===== src/rtl/layer_acc_sequencer.sv =====
// rtl/layer_acc_sequencer.sv - 3x3 conv layer sequencer: ifm stream, aligned accumulate addressing, readout sweep.
// Optional cycle counter output perf_cycles is enabled by defining LAYER_ACC_SEQ_PERF_EN.
module layer_acc_sequencer #(
    parameter int FM_LEN       = 28,
    parameter int FM_PAD       = 30,
    parameter int CONV_LATENCY = 8,
    parameter int ADDR_W       = 16,
    parameter int GROUP_W      = 10
) (
    input  logic               clk,
    input  logic               rst,
    input  logic               start,
    input  logic [GROUP_W-1:0] num_groups,
    output logic               ifm_rd_en,
    output logic [ADDR_W-1:0]  ifm_pix_idx,
    output logic [GROUP_W-1:0] in_ch_group_count,
    output logic [ADDR_W-1:0]  acc_read_addr,
    output logic               acc_write_we_b,
    output logic [ADDR_W-1:0]  acc_write_addr,
    output logic               readout_valid,
    output logic               busy,
    output logic               done
`ifdef LAYER_ACC_SEQ_PERF_EN
    ,
    output logic [31:0]        perf_cycles
`endif
);

    localparam logic [2:0] S_IDLE    = 3'd0;
    localparam logic [2:0] S_STREAM  = 3'd1;
    localparam logic [2:0] S_FLUSH   = 3'd2;
    localparam logic [2:0] S_READOUT = 3'd3;
    localparam logic [2:0] S_DONE    = 3'd4;

    localparam int DLY = CONV_LATENCY + 1;
    localparam logic [ADDR_W-1:0] PIX_LAST = ADDR_W'(FM_PAD * FM_PAD - 1);
    localparam logic [ADDR_W-1:0] C_LAST   = ADDR_W'(FM_PAD - 1);
    localparam logic [ADDR_W-1:0] RO_LAST  = ADDR_W'(FM_LEN * FM_LEN - 1);
    localparam logic [ADDR_W-1:0] FL_LAST  = ADDR_W'(CONV_LATENCY + 1);
    localparam logic [ADDR_W-1:0] WIN_MIN  = ADDR_W'(2);

    logic [2:0]         state_q, state_d;
    logic [GROUP_W-1:0] ng_q, ng_d;
    logic [GROUP_W-1:0] group_q, group_d;
    logic [ADDR_W-1:0]  pix_q, pix_d;
    logic [ADDR_W-1:0]  r_q, r_d;
    logic [ADDR_W-1:0]  c_q, c_d;
    logic [ADDR_W-1:0]  tgt_q, tgt_d;
    logic [ADDR_W-1:0]  flush_q, flush_d;
    logic [ADDR_W-1:0]  ro_addr_q, ro_addr_d;
    logic               rv_q;
    logic [DLY-1:0]     tag_v_q;
    logic [ADDR_W-1:0]  tag_a_q [DLY];
    logic               win;

    // Window pixels arrive in raster order, so their targets are simply consecutive.
    assign win = (state_q == S_STREAM) && (r_q >= WIN_MIN) && (c_q >= WIN_MIN);

    always_comb begin
        state_d   = state_q;
        ng_d      = ng_q;
        group_d   = group_q;
        pix_d     = pix_q;
        r_d       = r_q;
        c_d       = c_q;
        tgt_d     = tgt_q;
        flush_d   = flush_q;
        ro_addr_d = ro_addr_q;
        case (state_q)
            S_IDLE: begin
                if (start) begin
                    state_d   = S_STREAM;
                    ng_d      = (num_groups == '0) ? GROUP_W'(1) : num_groups;
                    group_d   = '0;
                    pix_d     = '0;
                    r_d       = '0;
                    c_d       = '0;
                    tgt_d     = '0;
                    ro_addr_d = '0;
                end
            end
            S_STREAM: begin
                pix_d = pix_q + 1'b1;
                if (c_q == C_LAST) begin
                    c_d = '0;
                    r_d = r_q + 1'b1;
                end else begin
                    c_d = c_q + 1'b1;
                end
                if (win) begin
                    tgt_d = tgt_q + 1'b1;
                end
                if (pix_q == PIX_LAST) begin
                    state_d = S_FLUSH;
                    flush_d = '0;
                    pix_d   = '0;
                    r_d     = '0;
                    c_d     = '0;
                    tgt_d   = '0;
                end
            end
            S_FLUSH: begin
                flush_d = flush_q + 1'b1;
                if (flush_q == FL_LAST) begin
                    if (group_q == ng_q - 1'b1) begin
                        state_d   = S_READOUT;
                        ro_addr_d = '0;
                    end else begin
                        group_d = group_q + 1'b1;
                        state_d = S_STREAM;
                    end
                end
            end
            S_READOUT: begin
                ro_addr_d = ro_addr_q + 1'b1;
                if (ro_addr_q == RO_LAST) begin
                    state_d = S_DONE;
                end
            end
            S_DONE: begin
                state_d = S_IDLE;
            end
            default: begin
                state_d = S_IDLE;
            end
        endcase
    end

    always_ff @(posedge clk) begin
        if (rst) begin
            state_q   <= S_IDLE;
            ng_q      <= GROUP_W'(1);
            group_q   <= '0;
            pix_q     <= '0;
            r_q       <= '0;
            c_q       <= '0;
            tgt_q     <= '0;
            flush_q   <= '0;
            ro_addr_q <= '0;
            rv_q      <= 1'b0;
            tag_v_q   <= '0;
            for (int i = 0; i < DLY; i++) begin
                tag_a_q[i] <= '0;
            end
        end else begin
            state_q    <= state_d;
            ng_q       <= ng_d;
            group_q    <= group_d;
            pix_q      <= pix_d;
            r_q        <= r_d;
            c_q        <= c_d;
            tgt_q      <= tgt_d;
            flush_q    <= flush_d;
            ro_addr_q  <= ro_addr_d;
            rv_q       <= (state_q == S_READOUT);
            tag_v_q    <= {tag_v_q[DLY-2:0], win};
            tag_a_q[0] <= tgt_q;
            for (int i = 1; i < DLY; i++) begin
                tag_a_q[i] <= tag_a_q[i-1];
            end
        end
    end

`ifdef LAYER_ACC_SEQ_PERF_EN
    logic [31:0] perf_q;

    always_ff @(posedge clk) begin
        if (rst) begin
            perf_q <= '0;
        end else if ((state_q == S_IDLE) && start) begin
            perf_q <= '0;
        end else if ((state_q != S_IDLE) && (perf_q != 32'hFFFF_FFFF)) begin
            perf_q <= perf_q + 1'b1;
        end
    end

    assign perf_cycles = perf_q;
`endif

    // Read is one stage ahead of write so the 1-cycle read data meets the adder with the write.
    assign ifm_rd_en         = (state_q == S_STREAM);
    assign ifm_pix_idx       = pix_q;
    assign in_ch_group_count = group_q;
    assign acc_read_addr     = (state_q == S_READOUT) ? ro_addr_q :
                               (tag_v_q[DLY-2] ? tag_a_q[DLY-2] : '0);
    assign acc_write_we_b    = tag_v_q[DLY-1];
    assign acc_write_addr    = tag_v_q[DLY-1] ? tag_a_q[DLY-1] : '0;
    assign readout_valid     = rv_q;
    assign busy              = (state_q != S_IDLE);
    assign done              = (state_q == S_DONE);

endmodule


===== config.mk =====
export PLATFORM = sky130hd
export DESIGN_NAME = layer_acc_sequencer
export DESIGN_NICKNAME = d
export VERILOG_FILES = /design/src/rtl/layer_acc_sequencer.sv
export SDC_FILE = /design/constraint.sdc
export NUM_CORES = 1
export LEC_CHECK = 0
export CAP_MARGIN = 5
export CORE_ASPECT_RATIO = 0.6
export CORE_MARGIN = 2
export CORE_UTILIZATION = 45
export DETAILED_ROUTE_END_ITERATION = 16
export PLACE_DENSITY = 0.71
export SKIP_CTS_REPAIR_TIMING = 1
export SYNTH_ARGS = -nofsm -noshare
export SYNTH_HDL_FRONTEND = slang
export SYNTH_SLANG_ARGS = --single-unit

===== constraint.sdc =====
create_clock -name clk -period 2.4 [get_ports clk]
set_input_delay 0.6 -clock clk [delete_from_list [all_inputs] [get_ports clk]]
set_output_delay 0.6 -clock clk [all_outputs]
set_load 0.01 [all_outputs]

Word-level counts from Yosys, hierarchy flattened. Memories as Yosys holds them, arrays and structs flattened. Index checks and enable logic that the tools add are counted.

Bits in registers: 129. Memory bits (writable): 144. Input port bits: 13. Output and inout bits: 63. Word-level logic and storage cells: 108. Memories: 1.

Add/subtract/negate cells: 8. Magnitude comparators: 2. Eq/ne operators: 17. Multiplexer cells: 43. Bitwise gates (word level): 9. Reduce and logical (&&, ||, !) cells: 17.

Memory list: tag_a_q (depth 9, bits a word 16, read ports 9, clocked after Yosys merged registers in 0, write ports 9, RTL line 53) `logic [ADDR_W-1:0] tag_a_q [DLY];`.

Operators by type and width (count): two-way mux 16 bit (23); case mux 16 bit (2 select lines) (5); adder 16 x 1 -> 16 bit, second input constant (6); case mux 16 bit (3 select lines) (1); two-way mux 10 bit (4); == test 16 x 10 -> 1 bit, second input constant (2); >= comparator 16 x 2 -> 1 bit, second input constant (2); case mux 10 bit (2 select lines) (1); == test 16 x 4 -> 1 bit, second input constant (1); == test 16 x 5 -> 1 bit, second input constant (1); two-way mux 3 bit (4); case mux 3 bit (4 select lines) (1); AND reduction 4 bit (3); adder 10 x 1 -> 10 bit, second input constant (1); == test 10 bit (1); zero test 10 bit (1); != test 2 bit, second input constant (5); subtractor 10 x 1 -> 10 bit, second input constant (1); bitwise OR 1 bit (9); == test 3 x 2 -> 1 bit, second input constant (2); != test 3 x 1 -> 1 bit, second input constant (2); AND reduction 2 bit (3); AND reduction 3 bit (2); nonzero test 2 bit (3); 8 further kinds (12).

Logic depth before layout (Yosys ltp). Gate-level depths: netlist (run 1).

Depth after elaboration: 6. Depth in mapped cells: 10. Gate-level depth less buffers: 9.

Least setup slack after synthesis (run 1). No wires, ideal clock.

Path kind: register to register. From: reg ng_q[0]. To: reg ro_addr_q[10]. Setup time: 0.072 ns. Arrival time: 2.604 ns. Data required time: 2.328 ns. Path slack: -0.275 ns. Cell stages (with the launch flop): 10. Buffers on the path: 0. Period minus slack after synthesis: 2.675 ns. Path through: dfxtp_1 inv_1 ha_1 or4b_4 nor4_2 a21oi_1 a211oi_4 nand4_4 a2111oi_1 mux2i_1.

Longest elaborated chain between the ends: 4.

RTL lines: start: declaration (RTL line 43) `logic [GROUP_W-1:0] ng_q, ng_d;`; start signal: assignment (RTL line 147) `ng_q <= ng_d;`; subtractor 10 x 1 -> 10 bit (RTL line 105) `if (group_q == ng_q - 1'b1) begin`; == test 10 bit (RTL line 105); != test 2 bit (no line); AND reduction 4 bit (no line); end signal: assignment (RTL line 154) `ro_addr_q <= ro_addr_d;`; end: declaration (RTL line 50) `logic [ADDR_W-1:0] ro_addr_q, ro_addr_d;`.

Every way passes these cells. A chain may end at the register's enable or synchronous reset.

Worst setup path after layout (run 1).
From: reg ng_q[1]. To: reg ro_addr_q[4].

The elaborated chain is that of the path after synthesis.

==> summary.log, run 1 <==
[run_status] failing checks setup timing
[synthesis] cell area after synthesis 10700 um2
[placed_design] Inst Count DP 1605
[power_and_ir_drop] Max rail drop VDD 0.000496 V
[sta] maximum clock rate 375 MHz
[synthesis] average size of a mapped cell 8.94 um2
[routing] average wire per standard cell 13.9 um
[sta] Worst Skew 0.0164 ns
[global_routing] initial antenna violation count 0
[synthesis] post-synthesis sequential element count 273
[synthesis] fraction of the yosys area taken by sequential cells 51.1%
[floorplanning] die boundary height 123 um
[worst_setup_path] Worst R2R Path Depth 10
[worst_setup_path] most frequent cell on the critical path sky130_fd_sc_hd__a211oi_2
[sta] post-route worst setup slack -0.264 ns
[clock_tree] CTS tree built
[synthesis] number of synthesis warnings 0
[clock_tree] clock tree root driver cell sky130_fd_sc_hd__clkbuf_16
[layout] Post-Layout Cell Count 1656
[hold_path] Hold EP tag_a_q[0][1]
[routing] DRC viols 0
[layout] area delta synth->final 26.3%
[sta] worst slew pin tran 0.554 ns
[synthesis] EDFF count, synth 0
[synthesis] Yosys top cell by area sky130_fd_sc_hd__dfxtp_1
[synthesis] count of different cell masters after synthesis 59
[global_routing] number of global-route vias before repair 7573
[worst_setup_path] CP endpoint kind register
[placed_design] estimated wirelength of the detail-placed design 15400 um
[worst_setup_path] critical register-to-register path endpoint ro_addr_q[4]
[worst_setup_path] Startpoint Class register
[synthesis] total nets after synthesis 1221
[global_routing] sum of overflow across all layers after global routing 0
[layout] FILL cells 2024
[synthesis] Syn Inst Count 1196
[routing] initial detailed-routing violation count 609
[run_status] status finished with violations
[clock_tree] number of CTS-inserted buffers 24
[hold_path] count of cells along the worst hold path 2
[floorplanning] initial cell density of the core 46.0%
[worst_setup_path] arrival time of the worst setup path 3.13 ns
[floorplanning] # rows 43
[synthesis] Synth Flop Type sky130_fd_sc_hd__dfxtp_1
[worst_setup_path] delay of the slowest critical-path stage 0.51 ns
[worst_setup_path] cell with the biggest individual delay on the critical path sky130_fd_sc_hd__or4b_4
[synthesis] share of flip-flops with an asynchronous set or reset 0%
[clock_tree] Clk Latency, worst-skew pair 0.53 ns
[floorplanning] Core Box Area 23200 um2
[synthesis] most numerous cell types in the synthesized netlist 273 x sky130_fd_sc_hd__dfxtp_1, 151 x sky130_fd_sc_hd__nor2b_1, 133 x sky130_fd_sc_hd__nand2_1
[sta] unrepaired setup endpoints after global routing true
[layout] Util after Layout 58.1%
[placed_design] IO buf count 75
[layout] Net count, final 1349
[worst_setup_path] list of cells traversed by the critical path inv_2, ha_4, or4b_4, a211oi_2, a211oi_2, a211oi_4, nand4_4, buf_4, a211oi_2, mux2i_1
[routing] first drt pass iteration count 5
[synthesis] post-synth top area share 51.1%
[placed_design] routability congestion estimate from global placement 0.862
[floorplanning] die boundary width 203 um
[layout] count of inserted antenna diode cells 0
[power_and_ir_drop] leakage component of the power 5.22 nW
[routing] overall via count from detail_route 8469
[layout] fraction of final layout cells sized beyond drive strength 1 15.0%
[hold_path] hold path startpoint rst
[routing] DRT antenna net count 0
[placed_design] placed instance area 12400 um2
[sta] TNS Setup -4.15 ns
[global_routing] global-route usage over all layers 18.2%
[worst_setup_path] RR Startpoint ng_q[1]
[clock_tree] CTS clk-pin slew, worst paths 0.07 ns
[routing] wirelength, routed 23000 um
[global_routing] pin count of the biggest net entering global routing 102
[sta] Min Clock Period, post-route 2.66 ns
[synthesis] most repeated cell in the gate-level netlist after synthesis sky130_fd_sc_hd__dfxtp_1
[power_and_ir_drop] power per standard cell area 833 nW/um2
[global_routing] wire length of the first global-routing pass 37400 um
[clock_tree] clock buffer depth 3
[synthesis] Area contributors post-synth sky130_fd_sc_hd__dfxtp_1 51%, sky130_fd_sc_hd__nor2b_1 8.8%, sky130_fd_sc_hd__nand2_1 4.7%
[layout] post-route cell area 13500 um2
[worst_setup_path] required time at the worst-slack endpoint 2.86 ns
[worst_setup_path] category of the most critical setup path reg2reg
[hold_path] Hold Path Class in2reg
[sta] Final Max Slew Viols 0
[clock_tree] # H-tree levels 1
[worst_setup_path] setup slack of the most critical reg-to-reg path -0.26 ns
[sta] worst slew margin relative to its limit 62.8%
[placed_design] Setup WS pre-CTS -0.249 ns
[worst_setup_path] crit path max fanout 8
[floorplanning] floorplan die area 25100 um2
[run] # Max-Cap Violations 0
[clock_tree] sinks on the clock net 273
[sta] final count of negative-setup-slack endpoints 29
[sta] fraction of the cycle the final worst path needs 111%
[routing] number of vias per cell after detailed routing 5.11
[sta] Final Hold Vio Count 0
[floorplanning] number of top-level pins 76
-- worst max-delay path: cells and delay by family, from the launching register on --
kind	cells	cell delay, ns
adders and majority gates	1	0.13
DFF	1	0.33
AOI/OAI and AO/OA	4	0.82
and+or+nand+nor	2	0.77
muxes	1	0.20
buffers and inverters	2	0.34
-- placed cells by master, fill, tap and decap left out, drive strengths merged, types with 6 or more instances in the layout --
master,count
a211oi,6
a21oi,65
nor2b,151
nand2b,15
a31oi,9
nor3,21
and2,22
xor2,31
clkdlybuf4s50,55
mux2i,12
or3,18
ha,12
o21ai,52
xnor2,9
clkinv,6
inv,20
nand2,133
nor2,94
a311oi,6
nor4,16
dfxtp,273
nand3,41
a22oi,7
dlymetal6s2s,13
and3,24
nand4,27
or4,7
clkbuf,30
buf,97
-- registers in the layout, indices dropped and copies added (netlist names), 16 cells and up --
name,flops
tgt_q,16
ro_addr_q,16
ifm_pix_idx,16
r_q,16
tag_a_q,144
flush_q,16
c_q,16
-- power by group --
group | switching (mW) | leakage, nW | internal, mW | total, mW
Sequential | 0.0920 | 2.20 | 4.62 | 4.71
Combinational | 1.36 | 2.59 | 0.931 | 2.29
Clock | 1.73 | 0.425 | 2.52 | 4.25
-- cell type report --
cell class              count  area [um2]  area share [%]
flip-flops and latches    273        5480            40.6
multi-input cells         840        5110            37.9
repair buffers            166        1570            11.6
clock buffers              29         661            4.89
well taps                 315         394            2.92
clock inverters            14         219            1.62
inverters                  19        71.3           0.528
-- through the flow --
step           hold slack, ns  power [mW]
2_1_floorplan           0.414        6.05
3_3_place_gp            0.416        6.88
3_5_place_dp            0.421        6.93
4_1_cts                 0.388        11.2
5_1_grt                 0.398        11.8
6_report                0.408        11.3
-- routing by layer --
metal | share of wire, % | up-vias | track usage (%) | wire (um)
met2 | 41 | 233 | 27.0 | 9420
met3 | 7.3 | 23 | 4.16 | 1690
met4 | 1.3 | 0 | 3.88 | 295
met1 | 51 | 3881 | 27.0 | 11600
met5 | 0 | - | 0 | 0
li1 | - | 4332 | - | -
-- kinds of logic (layout without fill, tap and decap cells) --
group                    count (synthesis)  after routing  share of synthesized area (%)
AND/OR/NAND/NOR                        593            593                           29.3
XOR/XNOR                                40             40                           3.28
flip-flops                             273            273                           51.1
buffers and inverters                   83            228                           2.95
multiplexers                            14             14                           1.33
AO/OA/AOI/OAI                          181            181                           10.6
adder cells (fa/ha/maj)                 12             12                           1.40
-- worst max-delay path by stage --
stage | to | slack [ns] | cells after the start | from
after CTS | acc_read_addr[2] | -0.43 | 4 | state_q[2]
after global routing | ro_addr_q[4] | -0.37 | 10 | ng_q[1]
after detailed placement | in_ch_group_count[6] | -0.25 | 10 | ng_q[1]
after floorplan | ro_addr_q[12] | -0.07 | 10 | ng_q[1]
final | ro_addr_q[4] | -0.26 | 10 | ng_q[1]
after global placement | tgt_q[15] | -0.22 | 8 | start
(Power assumes the default switching activity.)
==> inputs of run 2 (changes only) <==
--- a/config.mk
+++ b/config.mk
@@ -5,6 +5,7 @@
 export SDC_FILE = /design/constraint.sdc
 export NUM_CORES = 1
 export LEC_CHECK = 0
+export ABC_AREA = 1
 export CAP_MARGIN = 5
 export CORE_ASPECT_RATIO = 0.6
 export CORE_MARGIN = 2
==> run 2 against run 1 <==
Net effect:
- the flow still finishes with violations (setup timing)
- routed wire length rose by 12%
- first-iteration DRC count rose by 50%
- register-to-register slack improved by 0.48 ns
- clock-buffer cell count rose by 2
- synthesized area rose by 6.5%
- sequential share of layout area fell by 0.45 points
- worst setup slack improved by 0.20 ns
- critical path depth fell by 2
- die area rose by 6.3%
- sequential cell count did not move
- synthesized cell count rose by 30%
==> summary.log, run 2 <==
[run_status] status finished with violations
[run_status] failing checks setup timing
[synthesis] Synth Flop Type sky130_fd_sc_hd__dfxtp_1
[clock_tree] Clk Latency, worst-skew pair 0.52 ns
[synthesis] Syn Inst Count 1552
[power_and_ir_drop] leakage component of the power 5.33 nW
[synthesis] share of flip-flops with an asynchronous set or reset 0%
[synthesis] post-synth top area share 48.0%
[layout] count of inserted antenna diode cells 0
[worst_setup_path] arrival time of the worst setup path 1.87 ns
[layout] fraction of final layout cells sized beyond drive strength 1 9.63%
[power_and_ir_drop] fraction of power spent switching nets 31.7%
[synthesis] total nets after synthesis 1577
[synthesis] average size of a mapped cell 7.34 um2
[hold_path] Hold Path Class reg2reg
[run] # Max-Cap Violations 0
[power_and_ir_drop] register share of total power 42.0%
[routing] first drt pass iteration count 5
[global_routing] global-route usage over all layers 18.7%
[clock_tree] sinks on the clock net 273
[sta] Worst Skew 0.0155 ns
[sta] worst slew margin relative to its limit 62.5%
[sta] final hold slack 0.392 ns
[sta] TNS Setup -0.199 ns
[clock_tree] number of CTS-inserted buffers 25
[layout] most used cells in the layout excluding fill and tap cells 273 x sky130_fd_sc_hd__nor2_1, 272 x sky130_fd_sc_hd__inv_1, 271 x sky130_fd_sc_hd__dfxtp_1
[placed_design] IO buf count 75
[layout] Net count, final 1670
[clock_tree] CTS clk-pin slew, worst paths 0.07 ns
[sta] worst slew pin tran 0.560 ns
[global_routing] sum of overflow across all layers after global routing 0
[worst_setup_path] RR Startpoint ng_q[0]
[synthesis] Area contributors post-synth sky130_fd_sc_hd__dfxtp_1 48%, sky130_fd_sc_hd__inv_1 9.0%, sky130_fd_sc_hd__nor2_1 9.0%
[synthesis] count of different cell masters after synthesis 49
[routing] DRC viols 0
[power_and_ir_drop] power per standard cell area 840 nW/um2
[layout] largest register by flop count tag_a_q
[clock_tree] clock buffer depth 3
[synthesis] EDFF count, synth 0
[sta] fraction of the cycle the final worst path needs 103%
[sta] unrepaired setup endpoints after global routing true
[worst_setup_path] setup slack of the most critical reg-to-reg path 0.22 ns
[power_and_ir_drop] cell-internal power 7.83 mW
[routing] average wire per standard cell 13.0 um
[routing] number of vias per cell after detailed routing 4.84
[floorplanning] initial cell density of the core 45.5%
[synthesis] fraction of the yosys area taken by sequential cells 48.0%
[placed_design] estimated wirelength of the detail-placed design 17900 um
[floorplanning] die boundary width 209 um
[sta] final count of negative-setup-slack endpoints 5
[clock_tree] clock tree root driver cell sky130_fd_sc_hd__clkbuf_16
[layout] most common cell after layout, fill and taps aside sky130_fd_sc_hd__nor2_1
[routing] wirelength, routed 25800 um
[clock_tree] # H-tree levels 1
[layout] FILL cells 2319
[floorplanning] number of top-level pins 76
[worst_setup_path] CP endpoint kind output pin
[worst_setup_path] Startpoint Class register
[sta] post-route worst setup slack -0.0657 ns
[sta] Min Clock Period, post-route 2.47 ns
[global_routing] wire length of the first global-routing pass 41600 um
[synthesis] most numerous cell types in the synthesized netlist 273 x sky130_fd_sc_hd__dfxtp_1, 273 x sky130_fd_sc_hd__inv_1, 273 x sky130_fd_sc_hd__nor2_1
[power_and_ir_drop] Clock Power Share 35.2%
[worst_setup_path] launch point of the worst path state_q[1]
[power_and_ir_drop] net switching power 3.63 mW
[worst_setup_path] required time at the worst-slack endpoint 1.80 ns
[global_routing] initial antenna violation count 1
[worst_setup_path] crit path max fanout 6
[sta] Final Max Slew Viols 0
[routing] overall via count from detail_route 9625
[power_and_ir_drop] Max rail drop VDD 0.000559 V
[sta] maximum clock rate 406 MHz
[layout] area delta synth->final 19.7%
[routing] initial detailed-routing violation count 915
[synthesis] Yosys top cell by area sky130_fd_sc_hd__dfxtp_1
[worst_setup_path] category of the most critical setup path reg2out
[clock_tree] CTS tree built
[layout] number of flip-flops in the largest register 144
[sta] Final Hold Vio Count 0
[floorplanning] die boundary height 127 um
[power_and_ir_drop] proportion of power drawn by combinational gates 22.8%
[global_routing] pin count of the biggest net entering global routing 93
[placed_design] routability congestion estimate from global placement 0.956
[synthesis] post-synthesis sequential element count 273
[routing] DRT antenna net count 0
[synthesis] number of synthesis warnings 0
[floorplanning] Core Box Area 25100 um2
[floorplanning] # rows 45
[synthesis] cell area after synthesis 11400 um2
[hold_path] hold path startpoint tag_a_q[0][52]
[global_routing] number of global-route vias before repair 8134
[floorplanning] floorplan die area 26600 um2
-- run 2: changes by cell type after synthesis, moves of 16 or more --
cell                       change
sky130_fd_sc_hd__a21oi_1      +19
sky130_fd_sc_hd__and2_1       -21
sky130_fd_sc_hd__and3_1       -23
sky130_fd_sc_hd__clkbuf_1     -22
sky130_fd_sc_hd__inv_1       +255
sky130_fd_sc_hd__nand2_1      +91
sky130_fd_sc_hd__nand3_1      +65
sky130_fd_sc_hd__nor2_1      +179
sky130_fd_sc_hd__nor2b_1     -151
sky130_fd_sc_hd__nor3_1       +16
sky130_fd_sc_hd__or3_1        -18
-- run 2: cell families (layout without fill, tap and decap cells) --
group	count (synthesis)	in the layout	share of synthesized area, %
AOI/OAI and AO/OA	171	171	8.50
xor gates and xnor gates	38	38	2.92
adders and majority gates	12	12	1.32
buffers and inverters	337	446	11.5
DFF	273	273	48.0
and+or+nand+nor	721	721	27.8
-- run 2: per-stage QoR --
step	total power [mW]	utilization, %	setup WS [ns]	cell area [um2]	std cells
after floorplan	6.61	-	0.298	11400	1552
after global placement	7.24	50.1	-0.0228	12500	1932
after detailed placement	7.27	50.1	0.0178	12500	1932
after CTS	11.3	53.3	-0.474	13400	1975
after global routing	12.0	54.4	-0.134	13600	1990
final	11.5	54.4	-0.0657	13600	1990
-- run 2: power by group through the flow --
stage	Sequential, mW	Combinational (mW)	Clock [mW]
after floorplan	4.88	1.72	0
after global placement	4.89	2.35	0
after detailed placement	4.90	2.37	0
after CTS	4.79	2.38	4.11
after global routing	4.82	2.88	4.33
final	4.81	2.61	4.04
-- run 2: final timing paths --
check | end | cells after the start
setup / recovery | acc_read_addr[14] | 8
hold / removal | tag_a_q[0][68] | 2
setup reg to reg | in_ch_group_count[7] | 14
hold reg to reg | tag_a_q[0][68] | 2
-- run 2: final cells by class --
type / count / area, um2 / area share [%]
Sequential cell: 273 / 5470 / 40.1
Tap cell: 329 / 412 / 3.02
Clock buffer: 31 / 678 / 4.97
Multi-Input combinational cell: 942 / 4740 / 34.8
Timing Repair inverter: 2 / 12.5 / 0.0918
Clock inverter: 12 / 146 / 1.07
Inverter: 285 / 1080 / 7.93
Timing Repair Buffer: 116 / 1090 / 8.01
-- run 2: layer usage --
layer / GRT usage [%] / vias up / wire (um)
met5: 0 / - / 0
met1: 30.6 / 4276 / 13600
met2: 25.2 / 280 / 10000
li1: - / 5043 / -
met4: 3.15 / 0 / 322
met3: 3.44 / 26 / 1910
-- run 2: worst max-delay path, stage by stage, from the launching register on --
cell                      delay, ns
sky130_fd_sc_hd__dfxtp_4       0.39
sky130_fd_sc_hd__inv_4         0.05
sky130_fd_sc_hd__nor3_4        0.19
sky130_fd_sc_hd__buf_6         0.15
sky130_fd_sc_hd__buf_6         0.13
sky130_fd_sc_hd__buf_12        0.14
sky130_fd_sc_hd__buf_6         0.10
sky130_fd_sc_hd__o31ai_2       0.05
sky130_fd_sc_hd__buf_2         0.16
